### config.mk
export PLATFORM = sky130hd
export DESIGN_NAME = regfile_dump
export DESIGN_NICKNAME = d
export VERILOG_FILES = /design/src/rtl/regfile_dump_pkg.sv /design/src/rtl/regfile_dump.sv
export SDC_FILE = /design/constraint.sdc
export NUM_CORES = 1
export LEC_CHECK = 0
export BUFFER_PORTS_ARGS = -buffer_cell sky130_fd_sc_hd__buf_2
export CAP_MARGIN = 5
export CORE_MARGIN = 2
export CORE_UTILIZATION = 55
export CTS_BUF_LIST = sky130_fd_sc_hd__clkbuf_16
export DETAILED_ROUTE_END_ITERATION = 12
export PLACE_DENSITY = 0.83
export SYNTH_ARGS = -nofsm -noshare
export SYNTH_HDL_FRONTEND = slang
export SYNTH_SLANG_ARGS = --single-unit
### constraint.sdc
create_clock -name clk -period 3.3 [get_ports clk]
set_input_delay 0.165 -clock clk [delete_from_list [all_inputs] [get_ports clk]]
set_output_delay 0.165 -clock clk [all_outputs]
set_load 0.01 [all_outputs]
### src/rtl/regfile_dump_pkg.sv
// rtl/regfile_dump_pkg.sv - shared register-file widths, constants and dump FSM encodings
//
// Purpose : common definitions for the register-file dump engine and the
//           core top level that muxes the register-file read port.
// Contents: RegBus / RegAddrBus data and address types, RegNum, ZeroWord,
//           RstEnable, ReadEnable, the dump FSM state encodings and a
//           helper that recognises the final register index.

package regfile_dump_pkg;

    localparam int RegBusW  = 32;
    localparam int RegAddrW = 5;
    localparam int RegNum   = 32;

    typedef logic [RegBusW-1:0]  RegBus;
    typedef logic [RegAddrW-1:0] RegAddrBus;

    localparam RegBus     ZeroWord   = '0;
    localparam RegAddrBus ZeroAddr   = '0;
    localparam RegAddrBus LastIdx    = RegAddrBus'(RegNum - 1);
    localparam logic      RstEnable  = 1'b1;
    localparam logic      ReadEnable = 1'b1;

    typedef enum logic [1:0] {
        DumpIdle = 2'd0,
        DumpRead = 2'd1,
        DumpHold = 2'd2,
        DumpDone = 2'd3
    } dump_state_e;

    // True when idx addresses the highest register; the dump ends there
    // instead of incrementing, so idx never wraps inside a dump.
    function automatic logic is_last_idx(input RegAddrBus idx);
        return idx == LastIdx;
    endfunction

endpackage

### src/rtl/regfile_dump.sv
// rtl/regfile_dump.sv - walks all 32 registers out of the register-file read port as a ready/valid stream
//
// Purpose : on start, freezes the pipeline and reads registers 0..31 one at a
//           time, presenting each as a dump word with a running XOR checksum.
// Ports   : clk, rst        - clock, synchronous active-high reset
//           start, abort    - begin a dump / abandon the dump in progress
//           re, raddr       - register-file read port request (READ only)
//           rdata           - combinational register-file read data
//           stall_req       - pipeline freeze, high in READ and HOLD
//           dump_valid      - dump word present (HOLD only)
//           dump_ready      - consumer accepts the dump word
//           dump_addr/data  - register index and captured value
//           done            - one-cycle pulse at the end of a complete dump
//           checksum        - XOR of the dumped words
//
// Every output is a register, updated in the same edge as the state change
// it belongs to, so the read-port request and the pipeline freeze never
// glitch and align exactly with the state.

module regfile_dump
    import regfile_dump_pkg::*;
(
    input  logic                clk,
    input  logic                rst,
    input  logic                start,
    input  logic                abort,
    output logic                re,
    output logic [RegAddrW-1:0] raddr,
    input  logic [RegBusW-1:0]  rdata,
    output logic                stall_req,
    output logic                dump_valid,
    input  logic                dump_ready,
    output logic [RegAddrW-1:0] dump_addr,
    output logic [RegBusW-1:0]  dump_data,
    output logic                done,
    output logic [RegBusW-1:0]  checksum
);

    dump_state_e state_q;
    RegAddrBus   idx_q;
    logic        re_q;
    RegAddrBus   raddr_q;
    logic        stall_q;
    logic        valid_q;
    RegAddrBus   dump_addr_q;
    RegBus       dump_data_q;
    logic        done_q;
    RegBus       checksum_q;

    always_ff @(posedge clk) begin
        if (rst == RstEnable) begin
            state_q     <= DumpIdle;
            idx_q       <= ZeroAddr;
            re_q        <= 1'b0;
            raddr_q     <= ZeroAddr;
            stall_q     <= 1'b0;
            valid_q     <= 1'b0;
            dump_addr_q <= ZeroAddr;
            dump_data_q <= ZeroWord;
            done_q      <= 1'b0;
            checksum_q  <= ZeroWord;
        end else begin
            done_q <= 1'b0;
            case (state_q)
                DumpIdle: begin
                    // abort outranks start so a stray abort cannot be
                    // overridden by a coincident request.
                    if (start && !abort) begin
                        state_q    <= DumpRead;
                        idx_q      <= ZeroAddr;
                        checksum_q <= ZeroWord;
                        re_q       <= ReadEnable;
                        raddr_q    <= ZeroAddr;
                        stall_q    <= 1'b1;
                    end
                end

                DumpRead: begin
                    re_q    <= 1'b0;
                    raddr_q <= ZeroAddr;
                    if (abort) begin
                        state_q <= DumpIdle;
                        stall_q <= 1'b0;
                    end else begin
                        // Register 0 needs no special case: the register
                        // file already returns zero for it.
                        state_q     <= DumpHold;
                        dump_data_q <= rdata;
                        dump_addr_q <= idx_q;
                        checksum_q  <= checksum_q ^ rdata;
                        valid_q     <= 1'b1;
                    end
                end

                DumpHold: begin
                    if (abort) begin
                        state_q <= DumpIdle;
                        valid_q <= 1'b0;
                        stall_q <= 1'b0;
                    end else if (dump_ready) begin
                        valid_q <= 1'b0;
                        if (is_last_idx(idx_q)) begin
                            state_q <= DumpDone;
                            stall_q <= 1'b0;
                            done_q  <= 1'b1;
                        end else begin
                            state_q <= DumpRead;
                            idx_q   <= idx_q + RegAddrBus'(1);
                            re_q    <= ReadEnable;
                            raddr_q <= idx_q + RegAddrBus'(1);
                        end
                    end
                end

                DumpDone: begin
                    // done is already high for this single cycle; abort
                    // here lands in IDLE just the same.
                    state_q <= DumpIdle;
                end

                default: begin
                    state_q <= DumpIdle;
                    re_q    <= 1'b0;
                    raddr_q <= ZeroAddr;
                    stall_q <= 1'b0;
                    valid_q <= 1'b0;
                end
            endcase
        end
    end

    assign re         = re_q;
    assign raddr      = raddr_q;
    assign stall_req  = stall_q;
    assign dump_valid = valid_q;
    assign dump_addr  = dump_addr_q;
    assign dump_data  = dump_data_q;
    assign done       = done_q;
    assign checksum   = checksum_q;

endmodule

==> results.toml, run 1 <==
[synth]
yosys_warnings = 0
synth_common_cells = "dfxtp_1 (85), nand2_1 (80), nor2_1 (47), a21oi_1 (42), xnor2_1 (33)"
synth-main-ff-cell = "dfxtp_1"
yosys-mux-area-fraction_pct = 0.889
synthArstFlopShare_pct = 0
synth_top_family_by_area = "simple AND/OR/NAND/NOR gates"
synth_most_common_cell = "dfxtp_1"
syn-cell-area_um2 = 3660
synth_enable_flop_cells = 0
netlist.area_leader.share_pct = 46.5
synth_top_area_cell = "dfxtp_1"
syn_inst = 402
syn-num-nets = 446
synthSimpleGateAreaFrac_pct = 26.5
synthAdderAreaFrac_pct = 2.39
synthTopCellsByArea = "dfxtp_1 (47%), nor3b_2 (10%), nand2_1 (8.2%), xnor2_1 (7.9%), a21oi_1 (5.7%)"
synth-xor-area-share_pct = 8.14
postSynthAreaPerCell_um2 = 9.10
synth_compound_area_share_pct = 10.6
synth_seq_area_share_pct = 46.5
ys_ff_latch = 85
yosysUniqueCellTypes = 40

[cells_and_area]
syn2layout_area_growth_pct = 22.5
nFillCells = 523
layout-drive-gt1-share_pct = 32.6
stdcell_area_um2 = 4480
nNetsFinal = 548
antenna_cells = 0
utilization_pct = 70.2

[floorplanning]
die_area_um2 = 7320
core_um2 = 6390
io_pins = 115
rows = 29
die_x_um = 85.6
initial_utilization_pct = 57.3
die_h_um = 85.6

[setup_path]
crit_path_start = "state_q[1]"
slowest_delay_ns = 0.59
path_class = "register to register"
cp-end-kind = "register"
worstPathRequired_ns = 3.49
crit_family = "multiplexers"
rrSetupSlack_ns = 1.10
cp_slowest_cell = "mux2i_4"
path_max_fanout = 23
worstPathCellList = "inv_1 -> ha_1 -> mux2i_4 -> buf_12 -> nor3b_2 -> xnor2_1 -> nor2_1"
crit_cells = 7
cp_num_buf_inv = 2
arrival_ns = 2.39
reg2reg_to = "checksum[10]"
worstReg2RegStart = "state_q[1]"
crit_path_start_kind = "register"
crit_path_end = "checksum[10]"
rr_worst_depth = 7

[cts]
holdBufCountCts = 0
cts_setup_buffers = 0
cts-buffers-inserted = 9
cts_buffer_depth = 2
cts_resized = 0
root_buffer = "clkbuf_16"
cts_tree = "yes"
htree_num_levels = 3
clock_sinks = 85
clk_latency_ns = 0.33
path_clk_slew_ns = 0.06

[job]
max-cap-violations = 0

[timing]
relSlewSlack_pct = 25.4
finalHoldViolCount = 0
finalMaxSlewViolations = 0
clock.fmax_mhz = 455
tns_ns = 0
rsz0062_at_grt = "no"
tightest_slew_ns = 1.12
clock_skew_ns = 0.00602
worst_slack_ns = 1.10
setup-violations-final = 0
layout_min_cycle_time_ns = 2.20
min_period_over_period_pct = 66.6

[power_and_ir_drop]
power_density_nw_per_um2 = 538
leakagePower_nw = 1.90
ir_drop_uv = 374

[status]
status = "finished clean"

[placed_design]
place_hpwl_um = 5750
dp_worst_setup_slack_ns = 1.10
gp_congestion = 0.858
postPlaceCellArea_um2 = 4220
port_buffers = 114

[route]
vias_per_cell = 5.27
antenna_left = 0
first_pass_iters = 4
drc_errors = 0
routed_wl_um = 8490
wire_per_inst_um = 14.5
num_vias = 3091
drtIter0Drc = 102

[grt]
grt_max_degree = 55
antenna_found_initial = 0
grt_first_pass_wirelength_um = 13600
overflow = 0
grtUsageTotal_pct = 23.1
grt_pass1_vias = 2947

[worst_hold_path]
hold_class = "primary input to register"
placed cells by master (no fill, tap or decap), drive strengths merged, types with 2 or more instances in the layout:
cell | netlist | layout
a32oi | 5 | 5
nor2 | 47 | 47
ha | 7 | 7
mux2i | 2 | 2
nand2b | 4 | 4
inv | 8 | 10
dfxtp | 85 | 85
nand2 | 80 | 80
xnor2 | 33 | 33
a21oi | 43 | 43
a31oi | 2 | 2
nor3 | 3 | 3
o21ai | 2 | 2
clkbuf | 14 | 9
clkinv | 0 | 3
nand3 | 2 | 2
a311oi | 2 | 2
a22oi | 2 | 2
nor3b | 33 | 33
clkinvlp | 0 | 2
buf | 13 | 118
nor2b | 3 | 3
routing by layer:
| metal | wire length [um] | global-route usage [%] | up-vias |
|---|---|---|---|
| li1 | - | - | 1533 |
| met1 | 3770 | 28.9 | 1435 |
| met2 | 3910 | 37.1 | 102 |
| met3 | 568 | 6.35 | 21 |
| met4 | 236 | 11.1 | 0 |
| met5 | 0 | 0 | - |
worst min-delay path by stage:
stage          startpoint       endpoint  depth (start not counted)
6_report        rdata[23]  dump_data[23]                          3
4_1_cts         rdata[23]  dump_data[23]                          3
3_3_place_gp     rdata[7]   dump_data[7]                          3
5_1_grt          rdata[1]   dump_data[1]                          3
2_1_floorplan    rdata[0]   dump_data[0]                          2
3_5_place_dp    rdata[23]  dump_data[23]                          3
cells by family after synthesis:
kind of cell	after synthesis
simple gates	175
xor+xnor	34
mux	2
flops	85
buf+inv	35
compound gates	64
fa+ha+maj	7
power breakdown:
part | internal (mW) | leakage (nW) | switching, mW
combinational | 0.166 | 1.08 | 0.235
clock | 0.497 | 0.129 | 0.392
sequential | 1.09 | 0.691 | 0.0352
cell type report:
cell class                 count  area (um2)  area share (%)
inverter                       8        30.0           0.670
timing repair buffer         118         613            13.7
tap                           77        96.3            2.15
clock inverter                 7        35.0           0.782
clock buffer                   9         225            5.03
multi-input combinational    282        1780            39.7
sequential                    85        1700            38.0
per-stage QoR:
step / std cells / hold WS, ns / power, mW
global route: 586 / 0.0758 / 2.52
finish: 586 / 0.0731 / 2.41
detailed placement: 570 / 0.421 / 1.54
floorplan: 402 / 0.301 / 1.42
CTS: 586 / 0.0677 / 2.43
global placement: 570 / 0.416 / 1.53
sequential cells by signal, indices dropped and copies added (netlist names):
name / flops
stall_req: 1
dump_data: 32
dump_addr: 5
checksum: 32
done: 1
re: 1
dump_valid: 1
state_q: 2
raddr: 5
idx_q: 5
worst min-delay path, delay by kind of cell:
family	cells	cell delay [ns]
compound gates	1	0.05
buf+inv	1	0.10
simple gates	1	0.05
(Power assumes the default switching activity.)
==> inputs of run 2 (changes only) <==
--- a/config.mk
+++ b/config.mk
@@ -8,10 +8,10 @@
 export BUFFER_PORTS_ARGS = -buffer_cell sky130_fd_sc_hd__buf_2
 export CAP_MARGIN = 5
 export CORE_MARGIN = 2
-export CORE_UTILIZATION = 55
+export CORE_UTILIZATION = 46
 export CTS_BUF_LIST = sky130_fd_sc_hd__clkbuf_16
 export DETAILED_ROUTE_END_ITERATION = 12
-export PLACE_DENSITY = 0.83
+export PLACE_DENSITY = 0.74
 export SYNTH_ARGS = -nofsm -noshare
 export SYNTH_HDL_FRONTEND = slang
 export SYNTH_SLANG_ARGS = --single-unit
==> constraint.sdc (replaced) <==
create_clock -name clk -period 1.9 [get_ports clk]
set_input_delay 0.095 -clock clk [delete_from_list [all_inputs] [get_ports clk]]
set_output_delay 0.095 -clock clk [all_outputs]
set_load 0.01 [all_outputs]
==> results.toml, run 2 (synthesis gave the netlist of run 1 again) <==
[route]
wl_met3_um = 624
wire_per_inst_um = 14.6
vias_per_cell = 5.11
antenna_left = 0
m1WireLength_um = 4080
drtIter0Drc = 140
top_layer_used = "met4"
dr_wl_met2_um = 4320
num_vias = 3194
drc_errors = 0
routed_wl_um = 9110
first_pass_iters = 4

[timing]
finalHoldViolCount = 0
layout_min_cycle_time_ns = 1.85
setup-violations-final = 0
holdWs_ns = 0.0115
tns_ns = 0
clock_skew_ns = 0.00500
min_period_over_period_pct = 97.6
finalMaxSlewViolations = 0
worst_slack_ns = 0.0451
relSlewSlack_pct = 71.8
clock.fmax_mhz = 539
tightest_slew_ns = 0.423

[grt]
overflow = 0
grt_pass1_vias = 3051
grt_max_degree = 38
grt_first_pass_wirelength_um = 14400
grtUsageTotal_pct = 20.9
antenna_found_initial = 0

[power_and_ir_drop]
power_density_nw_per_um2 = 900
ir_drop_uv = 399
leakagePower_nw = 1.99

[cts]
root_buffer = "clkbuf_16"
clock_sinks = 85
clk_latency_ns = 0.33
cts-buffers-inserted = 9
htree_num_levels = 3
cts_buffer_depth = 2
cts_tree = "yes"
path_clk_slew_ns = 0.06

[placed_design]
postPlaceCellArea_um2 = 4380
dp_worst_setup_slack_ns = 0.00789
gp_congestion = 0.826
place_hpwl_um = 6310
port_buffers = 114

[setup_path]
path_class = "register to register"
path_max_fanout = 5
arrival_ns = 2.06
reg2reg_to = "idx_q[2]"
rrSetupSlack_ns = 0.05
worstReg2RegStart = "idx_q[0]"
crit_path_end = "idx_q[2]"
worstPathRequired_ns = 2.10
rr_worst_depth = 7
crit_path_start = "idx_q[0]"
cp-end-kind = "register"
crit_path_start_kind = "register"

[status]
status = "finished clean"

[cells_and_area]
final_cell_mix = "buf_2 (114), dfxtp_1 (83), nand2_1 (80), nor2_1 (47), a21oi_1 (42)"
layout-drive-gt1-share_pct = 36.7
layout_commonest_cell = "buf_2"
antenna_cells = 0
stdcell_area_um2 = 4690
syn2layout_area_growth_pct = 28.3
nNetsFinal = 563
utilization_pct = 60.8

[floorplanning]
initial_utilization_pct = 47.3
rows = 32
core_um2 = 7730
io_pins = 115
die_area_um2 = 8680
die_x_um = 93.2
die_h_um = 93.2

[job]
max-cap-violations = 0

[worst_hold_path]
hold_class = "primary input to register"
min_path_cells = 3
run 2: changes by cell type in the layout (fill, tap and decap cells not counted), moves of 2 or more:
cell and delta:
buf_4 +12, ha_2 +4, dfxtp_1 -2, ha_1 -4, dfxtp_2 +2, clkinv_1 -2, buf_12 +2
run 2: layout make-up:
cell class,count,area (um2)
tap,102,128
clock inverter,6,33.8
multi-input combinational,282,1820
inverter,8,30.0
fill,708,3030
timing repair buffer,133,753
clock buffer,9,225
sequential,85,1700
run 2: layer usage:
metal	vias to the layer above	GRT usage, %
li1	1559	-
met4	0	5.88
met2	116	34.1
met5	-	0
met3	10	5.72
met1	1509	27.3
run 2: critical path, cell delays in order, from the launching register on:
cell,delay [ns]
dfxtp_2,0.32
ha_2,0.18
and3_1,0.18
ha_2,0.19
nand2b_4,0.16
a2111o_1,0.43
o21ai_1,0.18
a21oi_1,0.09
run 2: worst min path at each step:
stage | from | endpoint | slack (ns)
after floorplan | rdata[0] | dump_data[0] | 0.23
after global placement | rdata[9] | dump_data[9] | 0.34
after detailed placement | rdata[0] | dump_data[0] | 0.35
after CTS | rdata[22] | dump_data[22] | 0.003
after global routing | rdata[25] | dump_data[25] | 0.008
final | rdata[18] | dump_data[18] | 0.01
run 2: per-stage QoR:
step / power, mW / cells
3_5_place_dp: 2.72 / 607
6_report: 4.22 / 625
5_1_grt: 4.43 / 625
4_1_cts: 4.26 / 622
2_1_floorplan: 2.47 / 402
3_3_place_gp: 2.70 / 607
run 2: report_power, final:
part	internal (mW)	switching (mW)
Combinational	0.323	0.421
Sequential	1.88	0.0617
Clock	0.865	0.668
Total	3.07	1.15
run 2: what timing repair did:
action	in CTS	in global routing
setup endpoints to repair	1	39
hold endpoints to repair	0	1
resized for setup	2	8
buffers inserted	0	2
pin swaps	3	2
hold buffers	0	1
==> inputs of run 3 (changes only) <==
--- a/config.mk
+++ b/config.mk
@@ -12,6 +12,8 @@
 export CTS_BUF_LIST = sky130_fd_sc_hd__clkbuf_16
 export DETAILED_ROUTE_END_ITERATION = 12
 export PLACE_DENSITY = 0.74
+export REMOVE_ABC_BUFFERS = 1
 export SYNTH_ARGS = -nofsm -noshare
 export SYNTH_HDL_FRONTEND = slang
 export SYNTH_SLANG_ARGS = --single-unit
+export TNS_END_PERCENT = 50
==> results.toml, run 3 (synthesis gave the netlist of run 1 again) <==
[floorplanning]
core_um2 = 7730
io_pins = 115
die_h_um = 93.2
die_area_um2 = 8680
initial_utilization_pct = 47.3
rows = 32
die_x_um = 93.2

[placed_design]
place_hpwl_um = 6170
port_buffers = 114
postPlaceCellArea_um2 = 4390
dp_worst_setup_slack_ns = -0.0348
gp_congestion = 0.796

[cts]
cts_buffer_depth = 2
root_buffer = "clkbuf_16"
holdBufCountCts = 0
cts-buffers-inserted = 9
cts_setup_buffers = 0
path_clk_slew_ns = 0.06
htree_num_levels = 3
clock_sinks = 85
clk_latency_ns = 0.32
cts_tree = "yes"

[timing]
rsz0062_at_grt = "yes"
tightest_slew_ns = 0.440
finalHoldViolCount = 0
setup-violations-final = 0
worst_slack_ns = 0.0372
tns_ns = 0
min_period_over_period_pct = 98.0
layout_min_cycle_time_ns = 1.86
clock.fmax_mhz = 537
clock_skew_ns = 0.00402
relSlewSlack_pct = 70.7
finalMaxSlewViolations = 0

[setup_path]
worstPathCellList = "ha_2 -> and3_1 -> ha_2 -> nand2b_4 -> a2111o_1 -> a22oi_1 -> nor2_1"
crit_family = "compound AO/OA/AOI/OAI gates"
slowest_delay_ns = 0.48
path_max_fanout = 4
arrival_ns = 2.07
crit_top_cell = "ha_2"
cp_slowest_cell = "a2111o_1"
path_class = "register to register"
cp_num_buf_inv = 0
cp-end-kind = "register"
worstPathRequired_ns = 2.10
crit_path_start_kind = "register"

[route]
routed_wl_um = 8420
first_pass_iters = 4
vias_per_cell = 5.07
wire_per_inst_um = 13.5
num_vias = 3170
drtIter0Drc = 97
antenna_left = 0
drc_errors = 0

[grt]
grt_max_degree = 38
overflow = 0
grt_pass1_vias = 3026
grt_first_pass_wirelength_um = 13500
grtUsageTotal_pct = 19.4
antenna_found_initial = 0

[cells_and_area]
syn2layout_area_growth_pct = 29.3
layout_commonest_cell = "buf_2"
nFillCells = 678
nNetsFinal = 563
stdcell_area_um2 = 4730
final_cell_mix = "buf_2 (114), dfxtp_1 (85), nand2_1 (80), nor2_1 (47), a21oi_1 (42)"
antenna_cells = 0
layout-drive-gt1-share_pct = 36.1

[power_and_ir_drop]
ir_drop_uv = 502
power_density_nw_per_um2 = 947
leakagePower_nw = 2.01
total_power_mw = 4.48

[status]
status = "finished clean"

[job]
max-cap-violations = 0

[worst_hold_path]
hold_class = "primary input to register"
run 3: layout make-up:
| cell class | instances | area [um2] | share of cell area (%) |
|---|---|---|---|
| clock buffer | 9 | 225 | 4.76 |
| clock inverter | 6 | 80.1 | 1.69 |
| inverter | 8 | 30.0 | 0.635 |
| multi-input combinational | 282 | 1820 | 38.4 |
| sequential | 85 | 1700 | 36.0 |
| tap | 102 | 128 | 2.70 |
| timing repair buffer | 133 | 751 | 15.9 |
run 3: through the flow:
step	std cells	util (%)	hold WS, ns
6_report	625	61.2	0.0137
5_1_grt	625	61.2	0.00665
3_5_place_dp	610	56.8	0.354
2_1_floorplan	375	-	0.164
3_3_place_gp	610	56.8	0.346
4_1_cts	625	60.8	0.00550
run 3: where the power goes:
group / switching [mW] / internal [mW]
clock: 0.653 / 1.13
combinational: 0.418 / 0.333
sequential: 0.0604 / 1.88
run 3: path summary, 6_finish.rpt:
check,startpoint,endpoint,slack (ns),cells after the start
hold reg to reg,dump_data[30],dump_data[30],0.45,2
setup / recovery,idx_q[0],idx_q[1],0.04,7
hold / removal,rdata[23],dump_data[23],0.01,3
setup reg to reg,idx_q[0],idx_q[1],0.04,7
run 3: tightest hold or removal path, cell delays in order:
cell and delay (ns):
buf_2 0.10, nand2_1 0.05, a21oi_1 0.05
run 3: metal layers:
metal / GRT usage, % / up-vias / wire [um] / share of wire (%)
met5: 0 / - / 0 / 0
met4: 8.21 / 0 / 120 / 1.4
met3: 3.95 / 11 / 542 / 6.4
met2: 34.0 / 117 / 4140 / 49
met1: 23.1 / 1485 / 3610 / 43
li1: - / 1557 / - / -
run 3: repair_timing:
item                                    4_1_cts  5_1_grt
resized for setup                             1        6
endpoints found under the setup margin        4       11
hold endpoints to repair                      0        0
pin swaps                                     2        2
